[src/rtl/clint_pkg.sv]
// Register offsets and reset constants for the core-local interruptor.
// Shared by the prescaler and the memory-mapped top.
// No flow control: all accesses complete in one cycle.
package clint_pkg;

    localparam logic [15:0] MSIP_OFF        = 16'h0000;
    localparam logic [15:0] MTIMECMP_LO_OFF = 16'h4000;
    localparam logic [15:0] MTIMECMP_HI_OFF = 16'h4004;
    localparam logic [15:0] MTIME_LO_OFF    = 16'hBFF8;
    localparam logic [15:0] MTIME_HI_OFF    = 16'hBFFC;

    localparam logic [63:0] MTIMECMP_RST = 64'hFFFF_FFFF_FFFF_FFFF;

    typedef enum logic [2:0] {
        REG_NONE,
        REG_MSIP,
        REG_CMP_LO,
        REG_CMP_HI,
        REG_TIME_LO,
        REG_TIME_HI
    } reg_sel_e;

    // Caller passes a word-aligned offset; byte lanes are not decoded.
    function automatic reg_sel_e decode_off(input logic [15:0] off);
        reg_sel_e sel;
        case (off)
            MSIP_OFF:        sel = REG_MSIP;
            MTIMECMP_LO_OFF: sel = REG_CMP_LO;
            MTIMECMP_HI_OFF: sel = REG_CMP_HI;
            MTIME_LO_OFF:    sel = REG_TIME_LO;
            MTIME_HI_OFF:    sel = REG_TIME_HI;
            default:         sel = REG_NONE;
        endcase
        return sel;
    endfunction

endpackage

[src/rtl/clint_prescaler.sv]
// Divides clk into one-cycle mtime ticks, one every PRESCALE clocks.
// Tick is decoded from the counter flop; first tick PRESCALE clocks after reset.
// Free-running, no backpressure.
module clint_prescaler #(
    parameter int unsigned PRESCALE = 1
) (
    input  logic clk,
    input  logic rst,
    output logic tick
);

    localparam int unsigned   CW   = (PRESCALE > 1) ? $clog2(PRESCALE) : 1;
    localparam logic [CW-1:0] LAST = CW'(PRESCALE - 1);

    logic [CW-1:0] pcnt_q, pcnt_d;

    always_comb begin
        tick   = (pcnt_q == LAST);
        pcnt_d = tick ? '0 : pcnt_q + 1'b1;
    end

    always_ff @(posedge clk or negedge rst) begin
        if (!rst) begin
            pcnt_q <= '0;
        end else begin
            pcnt_q <= pcnt_d;
        end
    end

endmodule

[src/rtl/mmio_clint.sv]
// Memory-mapped mtime/mtimecmp/msip block answering a 64 KiB window of the data port.
// Reads are 0-cycle combinational, writes commit on the edge; timer_irq lags compare by 1.
// Always ready: no stalls, every access in the window completes in its cycle.
module mmio_clint #(
    parameter logic [31:0] BASE_ADDR = 32'h0200_0000,
    parameter int unsigned PRESCALE  = 1
) (
    input  logic        clk,
    input  logic        rst,
    input  logic [31:0] addr_in,
    input  logic [31:0] data_in,
    input  logic        mem_write,
    output logic [31:0] data_out,
    output logic        hit,
    output logic        timer_irq,
    output logic        sw_irq
);

    import clint_pkg::*;

    logic [63:0] mtime_q, mtime_d;
    logic [63:0] mtimecmp_q, mtimecmp_d;
    logic        msip_q, msip_d;
    logic        timer_irq_q, timer_irq_d;
    logic        tick;
    logic        we;
    reg_sel_e    sel;
    logic        unused_byte_lane;

    assign unused_byte_lane = ^addr_in[1:0];

    clint_prescaler #(
        .PRESCALE (PRESCALE)
    ) u_prescaler (
        .clk  (clk),
        .rst  (rst),
        .tick (tick)
    );

    always_comb begin
        hit = (addr_in[31:16] == BASE_ADDR[31:16]);
        sel = hit ? decode_off({addr_in[15:2], 2'b00}) : REG_NONE;
        we  = mem_write & hit;

        mtime_d     = tick ? mtime_q + 64'd1 : mtime_q;
        mtimecmp_d  = mtimecmp_q;
        msip_d      = msip_q;
        timer_irq_d = (mtime_q >= mtimecmp_q);

        // A software write to either mtime half replaces that cycle's increment.
        if (we) begin
            case (sel)
                REG_MSIP:    msip_d     = data_in[0];
                REG_CMP_LO:  mtimecmp_d = {mtimecmp_q[63:32], data_in};
                REG_CMP_HI:  mtimecmp_d = {data_in, mtimecmp_q[31:0]};
                REG_TIME_LO: mtime_d    = {mtime_q[63:32], data_in};
                REG_TIME_HI: mtime_d    = {data_in, mtime_q[31:0]};
                default:     ;
            endcase
        end

        case (sel)
            REG_MSIP:    data_out = {31'd0, msip_q};
            REG_CMP_LO:  data_out = mtimecmp_q[31:0];
            REG_CMP_HI:  data_out = mtimecmp_q[63:32];
            REG_TIME_LO: data_out = mtime_q[31:0];
            REG_TIME_HI: data_out = mtime_q[63:32];
            default:     data_out = 32'd0;
        endcase
    end

    always_ff @(posedge clk or negedge rst) begin
        if (!rst) begin
            mtime_q     <= 64'd0;
            mtimecmp_q  <= MTIMECMP_RST;
            msip_q      <= 1'b0;
            timer_irq_q <= 1'b0;
        end else begin
            mtime_q     <= mtime_d;
            mtimecmp_q  <= mtimecmp_d;
            msip_q      <= msip_d;
            timer_irq_q <= timer_irq_d;
        end
    end

    assign timer_irq = timer_irq_q;
    assign sw_irq    = msip_q;

endmodule

[config.mk]
export PLATFORM = sky130hd
export DESIGN_NAME = mmio_clint
export DESIGN_NICKNAME = d
export VERILOG_FILES = /design/src/rtl/clint_pkg.sv /design/src/rtl/clint_prescaler.sv /design/src/rtl/mmio_clint.sv
export SDC_FILE = /design/constraint.sdc
export NUM_CORES = 1
export LEC_CHECK = 0
export BUFFER_PORTS_ARGS = -buffer_cell sky130_fd_sc_hd__buf_2
export CAP_MARGIN = 20
export CORE_UTILIZATION = 35
export CTS_CLUSTER_DIAMETER = 30
export DETAILED_ROUTE_END_ITERATION = 12
export PLACE_DENSITY = 0.64
export SYNTH_ARGS = -nofsm -noshare
export SYNTH_HDL_FRONTEND = slang
export SYNTH_SLANG_ARGS = --single-unit
[constraint.sdc]
create_clock -name clk -period 2.4 [get_ports clk]
set_clock_uncertainty 0.2 [all_clocks]
set_input_delay 0.12 -clock clk [delete_from_list [all_inputs] [get_ports clk]]
set_output_delay 0.12 -clock clk [all_outputs]
set_load 0.01 [all_outputs]
Word-level counts from Yosys, hierarchy flattened
Cells that the tools add are included.

$add $sub $neg: 2. Multipliers: 0. Div/mod/pow operators: 0. Order comparisons: 1. Equal/unequal tests: 12. Shift operators: 0. Mux-type cells: 8. Bitwise operators: 3. Reductions and logical operators: 4.

Operators by type and width (count): $pmux 64 s2 (2); $pmux 32 s5 (1); $mux 64 (2); $add 64x1->64 const B (1); $ge 64x64->1 (1); $eq 14x13->1 const B (2); $eq 14x14->1 const B (2); $eq 16x10->1 const B (1); $pmux 3 s5 (1); $logic_not 14->1 (1); $eq 3x2->1 const B (2); $eq 3x3->1 const B (2); $reduce_and 3->1 (2); $ne 2x2->1 const B (2); $eq 3x1->1 const B (1); $mux 3 (1); $not 1->1 (2); $reduce_and 2->1 (1); $add 1x1->1 const B (1); $and 1x1->1 (1); $mux 1 (1).

Register bits: 131. Bits in latches: 0. Bits in writable memories: 0. Memory bits (read-only): 0. Input port bits: 67. Output and inout bits: 35. Word-level logic and storage cells: 37. Memories: 0.

Depth between registers and ports, before layout
Gate-level depths: netlist (run 1).

Word-level depth: 6. Gate-level depth with buffers: 9.

By module
A second synthesis (run 1) with hierarchy kept.

Cell total of the unflattened synthesis: 959. Area, all modules: 8797.2 sq um.

Modules (own cells, without submodules): mmio_clint (times used 1, cells an instance 957, area an instance 8785.9 sq um, sequential area each 3333.2 sq um); clint_prescaler (times used 1, cells an instance 2, area an instance 11.3 sq um, sequential area each 0.0 sq um).

Worst setup path after synthesis (run 1)
No wires, ideal clock.

Kind: flip-flop to flip-flop. Start point: reg mtime_q[0]. End point: reg mtime_q[40]. Library setup time: 126 ps. Arrival: 2239 ps. Data required time: 2074 ps. Setup slack: -165 ps. Cell stages (with the launch flop): 9. Buffers on the path: 1. Clock period less this slack: 2565 ps. Cell sequence: dfrtp_1 > ha_1 > nand3_1 > or2_2 > or4_4 > buf_6 > or2_2 > o32ai_1 > nor2_1.

Longest elaborated chain between the ends: 4.

Ends and longest elaborated chain: start, declared (RTL line mmio_clint.sv:21) `logic [63:0] mtime_q, mtime_d;`; start signal, assigned (RTL line mmio_clint.sv:79) `mtime_q <= mtime_d;`; $add 64x1->64 * (RTL line mmio_clint.sv:45) `mtime_d = tick ? mtime_q + 64'd1 : mtime_q;`; $mux 64 * (RTL line mmio_clint.sv:45); $pmux 64 s2 (RTL line mmio_clint.sv:52) `case (sel)`; $mux 64 * (RTL line mmio_clint.sv:51) `if (we) begin`.

Every way passes the cells marked *; elsewhere a longest branch is shown, timed or not. A chain may end at the register's enable or synchronous reset.

Worst setup path in the final report (run 1)
Start point: reg mtimecmp_q[30]. End point: reg timer_irq_q, in the netlist timer_irq.

Longest elaborated chain between the ends: 1.

Ends and longest elaborated chain: start, declared (RTL line mmio_clint.sv:22) `logic [63:0] mtimecmp_q, mtimecmp_d;`; start signal, assigned (RTL line mmio_clint.sv:80) `mtimecmp_q <= mtimecmp_d;`; $ge 64x64->1 (RTL line mmio_clint.sv:48) `timer_irq_d = (mtime_q >= mtimecmp_q);`; named net timer_irq_d (RTL line mmio_clint.sv:24) `logic timer_irq_q, timer_irq_d;`; end signal, assigned (RTL line mmio_clint.sv:82) `timer_irq_q <= timer_irq_d;`; end, declared (RTL line mmio_clint.sv:24).

The timed path passes the listed nets, and every way through them passes these cells.

==> flow_results.org, run 1 <==
** Clocking
- Buffer type at the clock tree root :: sky130_fd_sc_hd__clkbuf_16
- Deepest clock path buffer count :: 2
- TritonCTS built the clock tree.
- Number of H-tree levels :: 4
- TritonCTS Buffers :: 17
- CTS saw 130 sinks.
- At the later pin of the worst-skew pair, clock insertion delay measures 0.43 ns.
- Clock transition at path regs :: 0.06 ns

** Yosys
- The synthesized design contains 0 enable-type register cells.
- sky130_fd_sc_hd__dfstp_2 takes more of the synthesized area than any other cell.
- Average instance area after synthesis :: 9.35 µm²
- FFs w/ async S/R, synth :: 100%
- Post-synth top flop :: sky130_fd_sc_hd__dfrtp_1
- When the netlist entered floorplanning its net count stood at 1099.
- Area share of the largest cell type after synthesis :: 18.6%
- Most area-consuming cells after synthesis :: sky130_fd_sc_hd__dfstp_2 (19%), sky130_fd_sc_hd__dfrtp_1 (18%), sky130_fd_sc_hd__ha_1 (9.0%)
- Number of distinct library cell variants in the gate-level netlist after synthesis :: 62
- Synthesis produced 967 cells.
- Post-synthesis cell area :: 0.00904 mm²
- Sequential cells were found to cover 36.9% of the synthesized design area.
- Synthesis warning total :: 0
- In this run, synthesis produced a sequential element count of 130.

** Power and ir drop
- Maximum vdd ir drop :: 412 µV
- Internal cell power :: 3.97 mW
- Combinational logic is responsible for 6.1% of the overall power.
- Sequential group share of total power :: 42.5%
- Fraction of power consumed by the clock network :: 51.3%
- Total net switching power :: 1.20 mW
- Power comes to 5.17 mW.
- Total power divided by cell area :: 399 mW/mm²
- In this run the static leakage power is 5.78 nW.
- Net switching is 23.2% of the power.

** Floorplanning
- The floorplan has 58 rows.
- Width of the chip :: 163 µm
- Pin placement for this block handled 102 I/O pins.
- Placeable core region :: 0.0253 mm²
- The initial utilization of the core area, before any placement, comes to 35.8%.
- Die area :: 0.0265 mm²
- Die boundary height :: 163 µm

** Critical path
- The critical path ends at timer_irq$_DFF_PN0_.
- Crit path capture type :: register
- Critical path startpoint :: mtimecmp_q[30]$_DFFE_PN1P_
- FF-to-FF Start :: mtimecmp_q[30]$_DFFE_PN1P_
- Number of cells on the worst reg-to-reg path :: 10
- Maximum fanout along the worst path :: 2
- Cell Chain, Critical Path :: inv_2, ha_4, nand4_1, nor4_2, buf_4, nand4_1, buf_6, a2111oi_4, nor3_1, o211ai_1
- On the critical path, the stage with the largest delay is an instance of sky130_fd_sc_hd__dfstp_2.
- Among cell families on the critical path, the largest total delay comes from simple AND/OR/NAND/NOR gates.
- Worst setup path category :: register to register
- The worst register-to-register path ends at timer_irq$_DFF_PN0_.
- STA classifies the critical path startpoint as a register.
- Among the stages of the critical path, the cell type that occurs most often is sky130_fd_sc_hd__nand4_1.
- Delay of the slowest critical-path stage :: 0.54 ns
- Critical path data required time :: 2.54 ns
- Register-to-register setup slack :: -0.17 ns
- Counting buffers and inverters, the worst setup path is 10 cells deep.
- The number of buffers and inverters on the critical path is 3.
- Crit path DAT :: 2.71 ns

** Route
- Antenna violation net count after detailed routing :: 0
- After detailed routing, the average wire length per cell comes to 19.9 µm.
- First-iteration detailed-routing DRC count :: 945
- Routed vias/inst :: 5.72
- Summing over every cut layer, the via total after detailed routing is 9260.
- Final Routed Wirelength :: 32300 µm
- 1st-pass router iterations :: 5
- After detailed routing, the number of remaining DRC violations is 0.

** Outcome
- Failing checks :: negative setup slack
- The run finished, with violations left.

** Cells and area
- In the final layout, the share of cells above drive strength 1 is 43.1%.
- Number of non-filler instances in the completed layout :: 1620
- Compared with the post-synthesis result, the final layout area differs by 43.3%.
- Antenna Diode Count :: 0
- The net count of the finished layout is 1409.
- Share of the core filled with cells :: 51.3%

** STA
- Fmax :: 389 MHz
- The count of pins over their slew limit is 0.
- Final-layout setup total negative slack :: -1.50 ns
- Final worst path period need :: 2.57 ns
- Share of the cycle needed by the critical path after routing :: 107%
- Setup violations remaining at the end of the flow were counted as 16.
- Final hold violation count :: 0
- Setup repair after global routing missed its margin :: true
- For the pin with the worst max-slew slack, the measured transition is 0.599 ns.
- Setup slack on the critical path of the routed design comes to -0.171 ns.
- In this run the tightest slew margin relative to its limit is 59.1%.

** Global route
- For this run the aggregate overflow at the end of global routing stands at 0.
- The first global-routing pass estimated 48300 µm of wire.
- The via count of the first global-routing pass is 8843.
- Entering global routing, the biggest net connects 58 pins.
- Global routing used 23.8% of the available tracks.
- Initial antenna violation count :: 0

** Place
- Port buffering added 99 buffers.
- At the placement stage, the worst setup path has a slack of -0.635 ns.
- HPWL after detailed placement :: 23400 µm
- Number of placed cells counting well taps :: 1530
- Routability-driven placement congestion ratio :: 0.946

** Hold path
- The path class of the tightest hold or removal check is input port to async pin.

** Run
- Max cap viols :: 0
## Yosys cell counts (all sizes together), types with 7 or more instances
cell / count
nor2: 91
inv: 74
dfrtp: 66
ha: 65
mux2: 65
dfstp: 64
mux2i: 60
a21oi: 56
nand2: 53
o22ai: 45
a211oi: 39
nor3: 31
o21ai: 27
clkbuf: 26
and3: 24
nand4: 23
nand3: 22
buf: 19
nor4: 16
o31ai: 15
a311oi: 13
and4: 8
and2: 7
## how the worst min path moves through the flow
| stage | startpoint | endpoint | slack, ns | cells past startpoint |
|---|---|---|---|---|
| 3_3_place_gp | rst | sw_irq$_DFFE_PN0P_ | -0.06 | 1 |
| 2_1_floorplan | rst | mtime_q[0]$_DFFE_PN0P_ | -0.38 | 0 |
| 3_5_place_dp | rst | sw_irq$_DFFE_PN0P_ | -0.05 | 1 |
| 4_1_cts | rst | sw_irq$_DFFE_PN0P_ | 0.04 | 2 |
| 5_1_grt | rst | sw_irq$_DFFE_PN0P_ | 0.06 | 2 |
| 6_report | rst | sw_irq$_DFFE_PN0P_ | 0.02 | 2 |
## layout make-up
cell class | count | area (µm²)
fillers | 2343 | 12300
multi-input cells | 718 | 5760
flip-flops and latches | 130 | 3330
repair buffers | 336 | 2580
clock buffers | 22 | 484
well taps | 330 | 413
inverters | 74 | 278
clock inverters | 10 | 108
## repair_timing
action / 4_1_cts / 5_1_grt
hold buffers: 34 / 0
gates resized for setup: 38 / 57
hold endpoints to repair: 206 / 0
setup buffers: 13 / 10
gates cloned: 0 / 2
pin swaps: 18 / 33
endpoints found under the setup margin: 29 / 63
## cell families after synthesis
| logic type | count (synthesis) | share of synthesized area, % |
|---|---|---|
| AOI/OAI and AO/OA | 233 | 17.1 |
| adders and majority gates | 65 | 8.99 |
| buffers and inverters | 119 | 5.27 |
| and+or+nand+nor | 294 | 17.0 |
| DFF | 130 | 36.9 |
| xor gates and xnor gates | 1 | 0.0968 |
| muxes | 125 | 14.7 |
## layout by cell type, fill, tap and decap left out, types with 5 or more instances in the layout
cell type / Yosys / routed
sky130_fd_sc_hd__buf_4: 1 / 183
sky130_fd_sc_hd__buf_2: 15 / 98
sky130_fd_sc_hd__nor2_1: 91 / 86
sky130_fd_sc_hd__inv_1: 74 / 70
sky130_fd_sc_hd__dfrtp_1: 66 / 66
sky130_fd_sc_hd__mux2_2: 65 / 65
sky130_fd_sc_hd__dfstp_2: 64 / 64
sky130_fd_sc_hd__mux2i_1: 60 / 60
sky130_fd_sc_hd__ha_1: 65 / 60
sky130_fd_sc_hd__a21oi_1: 56 / 52
sky130_fd_sc_hd__nand2_1: 53 / 51
sky130_fd_sc_hd__o22ai_1: 45 / 42
sky130_fd_sc_hd__a211oi_1: 39 / 35
sky130_fd_sc_hd__dlygate4sd3_1: 0 / 34
sky130_fd_sc_hd__nand4_1: 22 / 22
sky130_fd_sc_hd__nor3_1: 30 / 22
sky130_fd_sc_hd__o21ai_0: 26 / 22
sky130_fd_sc_hd__and3_1: 22 / 21
sky130_fd_sc_hd__clkbuf_16: 0 / 19
sky130_fd_sc_hd__nand3_1: 21 / 14
sky130_fd_sc_hd__a311oi_1: 13 / 13
sky130_fd_sc_hd__buf_12: 0 / 13
sky130_fd_sc_hd__o31ai_1: 15 / 10
sky130_fd_sc_hd__nor4_2: 0 / 7
sky130_fd_sc_hd__nand3_2: 1 / 7
sky130_fd_sc_hd__nor4_1: 13 / 6
sky130_fd_sc_hd__and2_1: 6 / 6
sky130_fd_sc_hd__buf_6: 1 / 6
sky130_fd_sc_hd__and4_1: 7 / 5
sky130_fd_sc_hd__or4_4: 3 / 5
sky130_fd_sc_hd__nor3_4: 0 / 5
sky130_fd_sc_hd__clkinv_2: 0 / 5
## worst register-to-register path, delay by kind of cell (launching register included)
family	cells	cell delay [ns]
AOI/OAI and AO/OA	2	0.41
DFF	1	0.54
buffers and inverters	3	0.38
and+or+nand+nor	4	0.69
adders and majority gates	1	0.25
## per-stage QoR
| stage | area, µm² | hold slack (ns) |
|---|---|---|
| after floorplan | 9100 | -0.376 |
| after global placement | 11300 | -0.0609 |
| after detailed placement | 11300 | -0.0546 |
| after CTS | 12600 | 0.0390 |
| after global routing | 13000 | 0.0622 |
| final | 13000 | 0.0181 |
## sequential cells by signal, indices dropped and copies added, names as in the netlist
register	cells
mtimecmp_q	64
mtime_q	64
sw_irq	1
timer_irq	1
## routing by layer
metal	part of all wire, %	routed length [µm]	global-route usage (%)
met2	47	15000	38.5
met4	2.6	848	7.52
met3	7.8	2510	4.53
met1	43	13900	31.8
met5	0	0	0
## power groups by stage
stage / Combinational, mW / Clock (mW) / Sequential (mW)
global placement: 0.255 / 0 / 2.23
CTS: 0.301 / 2.69 / 2.20
finish: 0.316 / 2.65 / 2.20
floorplan: 0.0706 / 0 / 2.23
detailed placement: 0.258 / 0 / 2.23
global route: 0.341 / 2.77 / 2.20
No activity file was read; power rests on OpenSTA's default activity.
==> run 2, diff against run 1 <==
--- a/config.mk
+++ b/config.mk
@@ -5,12 +5,13 @@
 export SDC_FILE = /design/constraint.sdc
 export NUM_CORES = 1
 export LEC_CHECK = 0
+export ABC_AREA = 1
 export BUFFER_PORTS_ARGS = -buffer_cell sky130_fd_sc_hd__buf_2
 export CAP_MARGIN = 20
 export CORE_UTILIZATION = 35
 export CTS_CLUSTER_DIAMETER = 30
 export DETAILED_ROUTE_END_ITERATION = 12
-export PLACE_DENSITY = 0.64
+export PLACE_DENSITY = 0.62
 export SYNTH_ARGS = -nofsm -noshare
 export SYNTH_HDL_FRONTEND = slang
 export SYNTH_SLANG_ARGS = --single-unit
==> run 2 against run 1 <==
- the run now ends clean
- cell area is 1.4% higher
- critical path depth fell by 1
- global-route usage grew 2.0 points
- worst hold slack improved by 0.024 ns
- sequential power is essentially flat
- sequential share of layout area decreased by 0.36 points
- combinational power fell by 28%
- total power decreased by 1.8%
- clock power hardly changed
- cell count increased by 39%
==> flow_results.org, run 2 <==
** Global route
- The pin count of the biggest net entering global routing was 65 (+12%).
- GR Overflow Total :: 0 (unchanged)
- Global routing usage summed across all routing layers :: 25.8% (+2.0 points)
- The global-route wire length before repair is 61200 µm (+27%).
- The via count of the first global-routing pass is 11094 (+25%).
- The initial antenna violation count came to 0 (unchanged).

** Yosys
- Number of enable-type register cells in the synthesized netlist :: 0 (unchanged)
- The number of distinct library cells after synthesis is 42 (-32%).
- Most numerous cell in the Yosys netlist :: sky130_fd_sc_hd__nand2_1
- The synthesis warning total was 0 (unchanged).
- Library cell with the largest summed area after synthesis :: sky130_fd_sc_hd__nand2_1
- FFs w/ async S/R, synth :: 100% (unchanged)
- Number of synthesized register bits :: 130 (unchanged)
- Yosys attributes the largest share of cell area to sky130_fd_sc_hd__nand2_1 (18%), sky130_fd_sc_hd__dfstp_2 (16%), sky130_fd_sc_hd__dfrtp_1 (15%).
- Number of standard cells after synthesis :: 1664 (+72%)
- Nets in the synthesized netlist :: 1796 (+63%)
- The combined area of all synthesized cells is 0.0107 mm² (+19%).
- The area fraction of the dominant cell type after synthesis is 18.5% (-0.11 points).
- The average size of a mapped cell came to 6.46 µm² (-31%).
- The commonest cells after synthesis are sky130_fd_sc_hd__nand2_1 (529), sky130_fd_sc_hd__nor2_1 (224), sky130_fd_sc_hd__inv_1 (206), sky130_fd_sc_hd__a21oi_1 (97), sky130_fd_sc_hd__nand3_1 (69).
- The proportion of synthesized chip area in sequential cells came to 31.0% (-5.8 points).
- Post-synth top flop :: sky130_fd_sc_hd__dfrtp_1

** Power and ir drop
- The total power draw was 5.08 mW (-1.8%).
- The power density normalized to cell area was 386 mW/mm² (-3.2%).
- The leakage dissipation came to 5.97 nW (+3.3%).
- Maximum vdd ir drop :: 492 µV (+19%)

** Critical path
- Worst setup path category :: register to register
- The worst setup path is captured at a register.
- FF-to-FF Start :: mtimecmp_q[45]$_DFFE_PN1P_
- Delay of the slowest critical-path stage :: 0.54 ns (about the same)
- Critical path data required time :: 2.58 ns (+0.04 ns)
- Among the stages of the critical path, the cell type that occurs most often is sky130_fd_sc_hd__nand3_1.
- Register-to-register setup slack :: 0.04 ns (+0.21 ns)
- Endpoint of the most critical register-to-register path :: timer_irq$_DFF_PN0_
- Walking the worst path, the cells encountered are inv_1, ha_1, nand2_1, nor4_4, buf_4, nand4_1, nor2_2, nand3_1, nand3_1.
- Maximum fanout along the worst path :: 3 (+1)
- The slowest stage of the critical path belongs to the cell sky130_fd_sc_hd__dfstp_2.
- Number of cells on the worst reg-to-reg path :: 9 (-1)
- The number of buffers and inverters on the critical path came to 2 (-1).
- Grouping stages by cell kind, the critical path spends the most delay in simple AND/OR/NAND/NOR gates.
- The arrival time at the worst endpoint came to 2.54 ns (-0.17 ns).
- STA classifies the critical path startpoint as a register.

** Hold path
- The worst hold path belongs to the class input port to async pin.

** Floorplanning
- Die area :: 0.0314 mm² (+19%)
- Number of standard-cell rows in the floorplan :: 63 (+8.6%)
- The number of top-level pins came to 102 (unchanged).
- Die boundary height :: 177 µm (+8.9%)
- The core outline area came to 0.0300 mm² (+19%).
- The effective utilization at floorplan is 35.9% (+0.062 points).
- Width of the chip :: 177 µm (+8.9%)

** Place
- The count of port buffers added during placement was 99 (unchanged).
- Routability-driven placement congestion ratio :: 0.998 (+5.5%)
- Worst Setup Slack post-DPL :: -0.617 ns (+0.0184 ns)
- HPWL after detailed placement :: 30300 µm (+29%)

** Clocking
- CTS tree :: yes
- The clock-pin transition on the worst setup and hold timing paths came to 0.06 ns (about the same).
- Sink Count :: 130 (unchanged)
- The number of buffers added by the clock tree synthesis step is 17 (unchanged).
- The clock latency at the later pin of the worst-skew pair is 0.44 ns (about the same).
- Clock tree synthesis selected as its root buffer the cell sky130_fd_sc_hd__clkbuf_16.
- The depth of the CTS H-tree came to 4 (unchanged).
- Deepest clock path buffer count :: 2 (unchanged)

** Cells and area
- The largest registers in the layout are mtime_q (64), mtimecmp_q (64).
- Most common cell after layout, fill and taps aside :: sky130_fd_sc_hd__nand2_1
- The ratio of cells with drive above 1 in the final layout came to 18.1% (-25 points).
- Leaving out fill and tap cells, the most frequent cells in the layout are sky130_fd_sc_hd__nand2_1 (529), sky130_fd_sc_hd__nor2_1 (223), sky130_fd_sc_hd__inv_1 (206).
- Signed area change from the synthesized netlist to the final layout :: 22.4%
- Antenna Diode Count :: 0 (unchanged)
- The post-layout net count was 1982 (+41%).

** STA
- The worst path setup slack after routing was 0.0400 ns (+0.211 ns).
- The maximum operating frequency was 424 MHz (+8.9%).
- The relative slew slack came to 55.8% (-3.2 points).
- The post-route clock period utilization is 98.3% (-8.8 points).
- The minimum period implied by the final worst setup slack is 2.36 ns (-0.211 ns).
- The number of endpoints failing setup at the final stage is 0 (-16).
- Final max-slew violation count :: 0 (unchanged)
- Actual slew at the worst max-slew pin :: 0.662 ns (+0.0639 ns)
- The count of final hold-check violations is 0 (unchanged).
- Setup repair after global routing could not meet its margin everywhere.

** Route
- The via density per instance is 5.04 (-12%).
- The vias after detailed routing came to 11347 (+23%).
- Final Routed Wirelength :: 38900 µm (+20%)
- The number of nets with antenna violations after routing was 0 (unchanged).
- First-iteration detailed-routing DRC count :: 805 (-15%)
- Average routed wire per standard cell :: 17.3 µm (-13%)
- 1st-pass router iterations :: 5 (unchanged)
- DRC violations left :: 0 (unchanged)

** Outcome
- The flow ran to the end, and the final reports show no timing, DRC or antenna violations.

** Run
- The reported max-cap violation count was 0 (unchanged).
==> run 2: changes by cell type after synthesis, moves of 48 or more <==
cell | before | now
sky130_fd_sc_hd__nand2_1 | 53 | 529
sky130_fd_sc_hd__nor2_1 | 91 | 224
sky130_fd_sc_hd__inv_1 | 74 | 206
sky130_fd_sc_hd__mux2_2 | 65 | 0
sky130_fd_sc_hd__mux2i_1 | 60 | 0
sky130_fd_sc_hd__o21ai_1 | 1 | 53
sky130_fd_sc_hd__nand3_1 | 21 | 69
==> run 2: worst max-delay path by stage <==
stage                                    start  depth (start not counted)                 endpoint  slack (ns)
global route        mtimecmp_q[45]$_DFFE_PN1P_                          9      timer_irq$_DFF_PN0_       -0.04
CTS                 mtimecmp_q[37]$_DFFE_PN1P_                         10      timer_irq$_DFF_PN0_        0.07
detailed placement  mtimecmp_q[47]$_DFFE_PN1P_                          8      timer_irq$_DFF_PN0_       -0.62
finish              mtimecmp_q[45]$_DFFE_PN1P_                          9      timer_irq$_DFF_PN0_        0.04
global placement    mtimecmp_q[47]$_DFFE_PN1P_                          8      timer_irq$_DFF_PN0_       -0.61
floorplan               mtime_q[1]$_DFFE_PN0P_                         11  mtime_q[32]$_DFFE_PN0P_        0.45
==> run 2: layer usage <==
layer  share of wire, %  global-route usage, %  vias up
met3                5.0                   4.32       58
met1                 47                   34.8     5323
li1                   -                      -     5685
met4                2.5                   8.48        0
met2                 46                   41.5      281
met5                  0                      0        -
==> run 2: worst register-to-register path, delay by kind of cell (launching register included) <==
| family | cells | cell delay (ns) |
|---|---|---|
| buffers and inverters | 2 | 0.24 |
| adders and majority gates | 1 | 0.29 |
| and+or+nand+nor | 6 | 1.05 |
| DFF | 1 | 0.54 |
==> run 2: where the power goes <==
group	internal [mW]	switching [mW]
clock	1.58	1.07
combinational	0.0946	0.132
sequential	2.20	0.0000114
total	3.87	1.21
==> run 2: layout make-up <==
| class | instances | area [µm²] |
|---|---|---|
| tap | 390 | 488 |
| timing repair buffer | 216 | 1590 |
| sequential | 130 | 3330 |
| multi-input combinational | 1268 | 6330 |
| clock buffer | 19 | 453 |
| clock inverter | 13 | 136 |
| fill | 3193 | 16800 |
| inverter | 217 | 820 |
==> run 2: what timing repair did <==
item | CTS | global route
buffers inserted | 1 | 0
endpoints found under the hold margin | 210 | 0
gates resized for setup | 2 | 3
pin swaps | 2 | 1
endpoints found under the setup margin | 1 | 3
hold buffers | 35 | 0
cloned | 0 | 0
==> run 2: logic make-up (layout without fill, tap and decap cells) <==
logic type / Yosys count / in the layout / share of synthesized area [%]
simple gates: 953 / 953 / 37.8
buf+inv: 266 / 465 / 10.3
compound gates: 217 / 217 / 10.6
flops: 130 / 130 / 31.0
fa+ha+maj: 65 / 65 / 7.57
xor+xnor: 33 / 33 / 2.69
==> run 2: metrics by stage <==
| stage | cell area, µm² | hold WS [ns] | setup TNS [ns] | utilization (%) | std cells |
|---|---|---|---|---|---|
| 6_report | 13100 | 0.0420 | 0 | 43.9 | 2253 |
| 5_1_grt | 13100 | 0.0792 | -0.0436 | 43.9 | 2253 |
| 4_1_cts | 13100 | 0.0443 | 0 | 43.9 | 2253 |
| 3_5_place_dp | 12200 | -0.0534 | -0.617 | 40.7 | 2185 |
| 3_3_place_gp | 12200 | -0.0530 | -0.609 | 40.7 | 2185 |
| 2_1_floorplan | 10700 | -0.376 | 0 | - | 1664 |
==> run 3, diff against run 2 <==
--- a/config.mk
+++ b/config.mk
@@ -11,7 +11,7 @@
 export CORE_UTILIZATION = 35
 export CTS_CLUSTER_DIAMETER = 30
 export DETAILED_ROUTE_END_ITERATION = 12
-export PLACE_DENSITY = 0.62
+export PLACE_DENSITY_LB_ADDON = 0.1
 export SYNTH_ARGS = -nofsm -noshare
 export SYNTH_HDL_FRONTEND = slang
 export SYNTH_SLANG_ARGS = --single-unit
==> run 3 against run 2 <==
- first-iteration DRC count decreased by 16%
- global-route usage is 0.70 points higher
- cell count barely moved
- non-clock buffer count is 2 higher
- core utilization increased by 0.12 points
- largest cell class unchanged
==> flow_results.org, run 3 (same netlist as run 2, synthesis figures left out) <==
** Route
- The number of violations reported at the end of detailed-routing iteration 0 is 678 (-16%).
- Final Routed Wirelength :: 40000 µm (+2.9%)
- Average routed wire per standard cell :: 17.7 µm (+2.8%)
- 1st-pass router iterations :: 5 (unchanged)
- The vias after detailed routing was 11237 (-0.97%).
- The detailed-route DRC error count was 0 (unchanged).
- Antenna violation net count after detailed routing :: 0 (unchanged)
- The via density per instance is 4.98 (-1.1%).

** Floorplanning
- The die extent in x was 177 µm (unchanged).
- Top-level I/O count :: 102 (unchanged)
- Placeable core region :: 0.0300 mm² (unchanged)
- The effective utilization at floorplan was 35.9% (unchanged).
- Die area :: 0.0314 mm² (unchanged)
- The die outline height was 177 µm (unchanged).
- The number of standard-cell rows in the floorplan came to 63 (unchanged).

** Cells and area
- Nets :: 1984 (+0.10%)
- Relative to the synthesized area, the layout overhead comes to 22.7%.
- The multi-input gate area in the final layout was 0.00638 mm² (+0.83%).
- Filler Cells Inserted :: 3309 (+3.6%)
- The ratio of cells with drive above 1 in the final layout was 18.7% (+0.57 points).
- The largest registers in the layout are mtime_q (64), mtimecmp_q (64).
- Final non-filler cell area :: 0.0132 mm² (+0.27%)
- The library cell used most frequently in the layout, excluding fill and tap cells, is sky130_fd_sc_hd__nand2_1.
- Share of the core filled with cells :: 44.0% (+0.12 points)
- Antenna Diode Count :: 0 (unchanged)
- The total area of sequential cells is 0.00333 mm² (about the same).
- The top cell types in the final layout, fill and taps aside, are sky130_fd_sc_hd__nand2_1 (525), sky130_fd_sc_hd__nor2_1 (223), sky130_fd_sc_hd__inv_1 (203).

** Critical path
- In this run the worst setup path begins at mtimecmp_q[40]$_DFFE_PN1P_.
- In this run the worst setup path terminates at timer_irq$_DFF_PN0_.
- Maximum fanout along the worst path :: 2 (-1)
- Number of cells on the worst reg-to-reg path :: 9 (unchanged)
- The worst setup path is captured at a register.
- Category of the worst setup path launch point :: register
- Critical path data required time :: 2.59 ns (about the same)
- Register-to-register setup slack :: 0.06 ns (+0.02 ns)
- The setup path with the least slack is of type register to register.
- In this run the critical register-to-register path is launched from mtimecmp_q[40]$_DFFE_PN1P_.
- In this run the critical register-to-register path is captured at timer_irq$_DFF_PN0_.
- Crit path DAT :: 2.53 ns (about the same)

** Clocking
- Clock transition at path regs :: 0.07 ns (about the same)
- Deepest clock path buffer count :: 2 (unchanged)
- The number of buffers added by the clock tree synthesis step was 17 (unchanged).
- Number of H-tree levels :: 4 (unchanged)
- Clk_lat worst skew :: 0.45 ns (about the same)
- TritonCTS built the clock tree.
- Sink Count :: 130 (unchanged)
- CTS placed an instance of sky130_fd_sc_hd__clkbuf_16 at the clock tree root.

** Power and ir drop
- Total power divided by cell area :: 386 mW/mm² (-0.10%)
- The leakage dissipation was 5.98 nW (+0.19%).
- Total power after layout :: 5.08 mW (+0.17%)
- The peak supply drop is 499 µV (+1.5%).

** Global route
- Maximum number of pins on one net before global-route repair :: 65 (unchanged)
- Initial antenna violation count :: 0 (unchanged)
- Wire length of the first global-routing pass :: 62000 µm (+1.3%)
- Number of global-route vias before repair :: 10957 (-1.2%)
- The total global routing track utilization is 26.5% (+0.70 points).
- GR Overflow Total :: 0 (unchanged)

** Place
- The final weighted congestion in routability-driven placement was 0.967 (-3.1%).
- Post-detailed-placement cell area :: 0.0122 mm² (about the same)
- The HPWL after detailed placement is 31900 µm (+5.3%).
- Port Buf Inserts :: 99 (unchanged)

** STA
- Actual slew at the worst max-slew pin :: 0.611 ns (-0.0516 ns)
- Final max-slew violation count :: 0 (unchanged)
- Setup repair after global routing could not meet its margin everywhere.
- Final-layout setup total negative slack :: 0 ns (unchanged)
- Final-report setup violation count :: 0 (unchanged)
- Final worst path period need :: 2.34 ns (-0.0226 ns)
- Worst rel slew slack :: 59.1% (+3.3 points)
- The count of final hold-check violations came to 0 (unchanged).
- The final worst hold slack is 0.0442 ns (+0.00221 ns).
- The post-route clock period utilization was 97.4% (-0.94 points).
- The maximum operating frequency is 428 MHz (+0.97%).

** Outcome
- Run status :: completed

** Run
- Max cap viols :: 0 (unchanged)

** Hold path
- Class of the tightest hold or removal check :: input port to register
-- run 3: layout make-up --
class	instances	area share, %
multi-input cells	1268	48.4
clock buffers	23	3.63
clock inverters	9	0.797
flip-flops and latches	130	25.3
repair buffers	218	12.0
inverters	217	6.22
well taps	390	3.70
-- run 3: repair_timing --
item,in CTS,in global routing
buffers inserted,0,1
setup endpoints to repair,1,2
pin swaps,0,5
gates resized for setup,2,14
hold buffers,34,0
hold endpoints to repair,222,0
-- run 3: per-layer routing --
layer,global-route usage [%],vias to the layer above,routed length (µm)
li1,-,5682,-
met1,36.1,5280,19200
met2,42.9,230,18200
met3,4.32,45,1720
met4,7.47,0,803
met5,0,-,0
-- run 3: how the worst min path moves through the flow --
stage	startpoint	endpoint	slack, ns	depth (start not counted)
after floorplan	rst	mtime_q[0]$_DFFE_PN0P_	-0.38	0
after global placement	rst	mtime_q[46]$_DFFE_PN0P_	-0.12	1
after detailed placement	rst	mtime_q[46]$_DFFE_PN0P_	-0.12	1
after CTS	mem_write	mtime_q[42]$_DFFE_PN0P_	0.03	4
after global routing	mem_write	mtime_q[28]$_DFFE_PN0P_	0.07	5
final	mem_write	mtime_q[42]$_DFFE_PN0P_	0.04	4
-- run 3: report_power, final --
part	internal, mW	switching, mW	total [mW]
clock	1.61	1.06	2.66
sequential	2.20	0.0000127	2.20
combinational	0.0969	0.128	0.225
-- run 3: critical path, cell delays in order, from the launching register on --
cell,delay (ns)
sky130_fd_sc_hd__dfstp_2,0.54
sky130_fd_sc_hd__inv_2,0.05
sky130_fd_sc_hd__ha_1,0.28
sky130_fd_sc_hd__nand2_2,0.07
sky130_fd_sc_hd__nor4_4,0.34
sky130_fd_sc_hd__buf_4,0.20
sky130_fd_sc_hd__nand4_1,0.24
sky130_fd_sc_hd__nor2_2,0.20
sky130_fd_sc_hd__nand3_1,0.09
sky130_fd_sc_hd__nand3_1,0.08
-- run 3: per-stage QoR --
stage,setup slack [ns],cells
finish,0.0626,2255
global route,-0.0122,2255
CTS,0.00161,2254
detailed placement,-0.101,2188
global placement,-0.117,2188
floorplan,0.450,1664
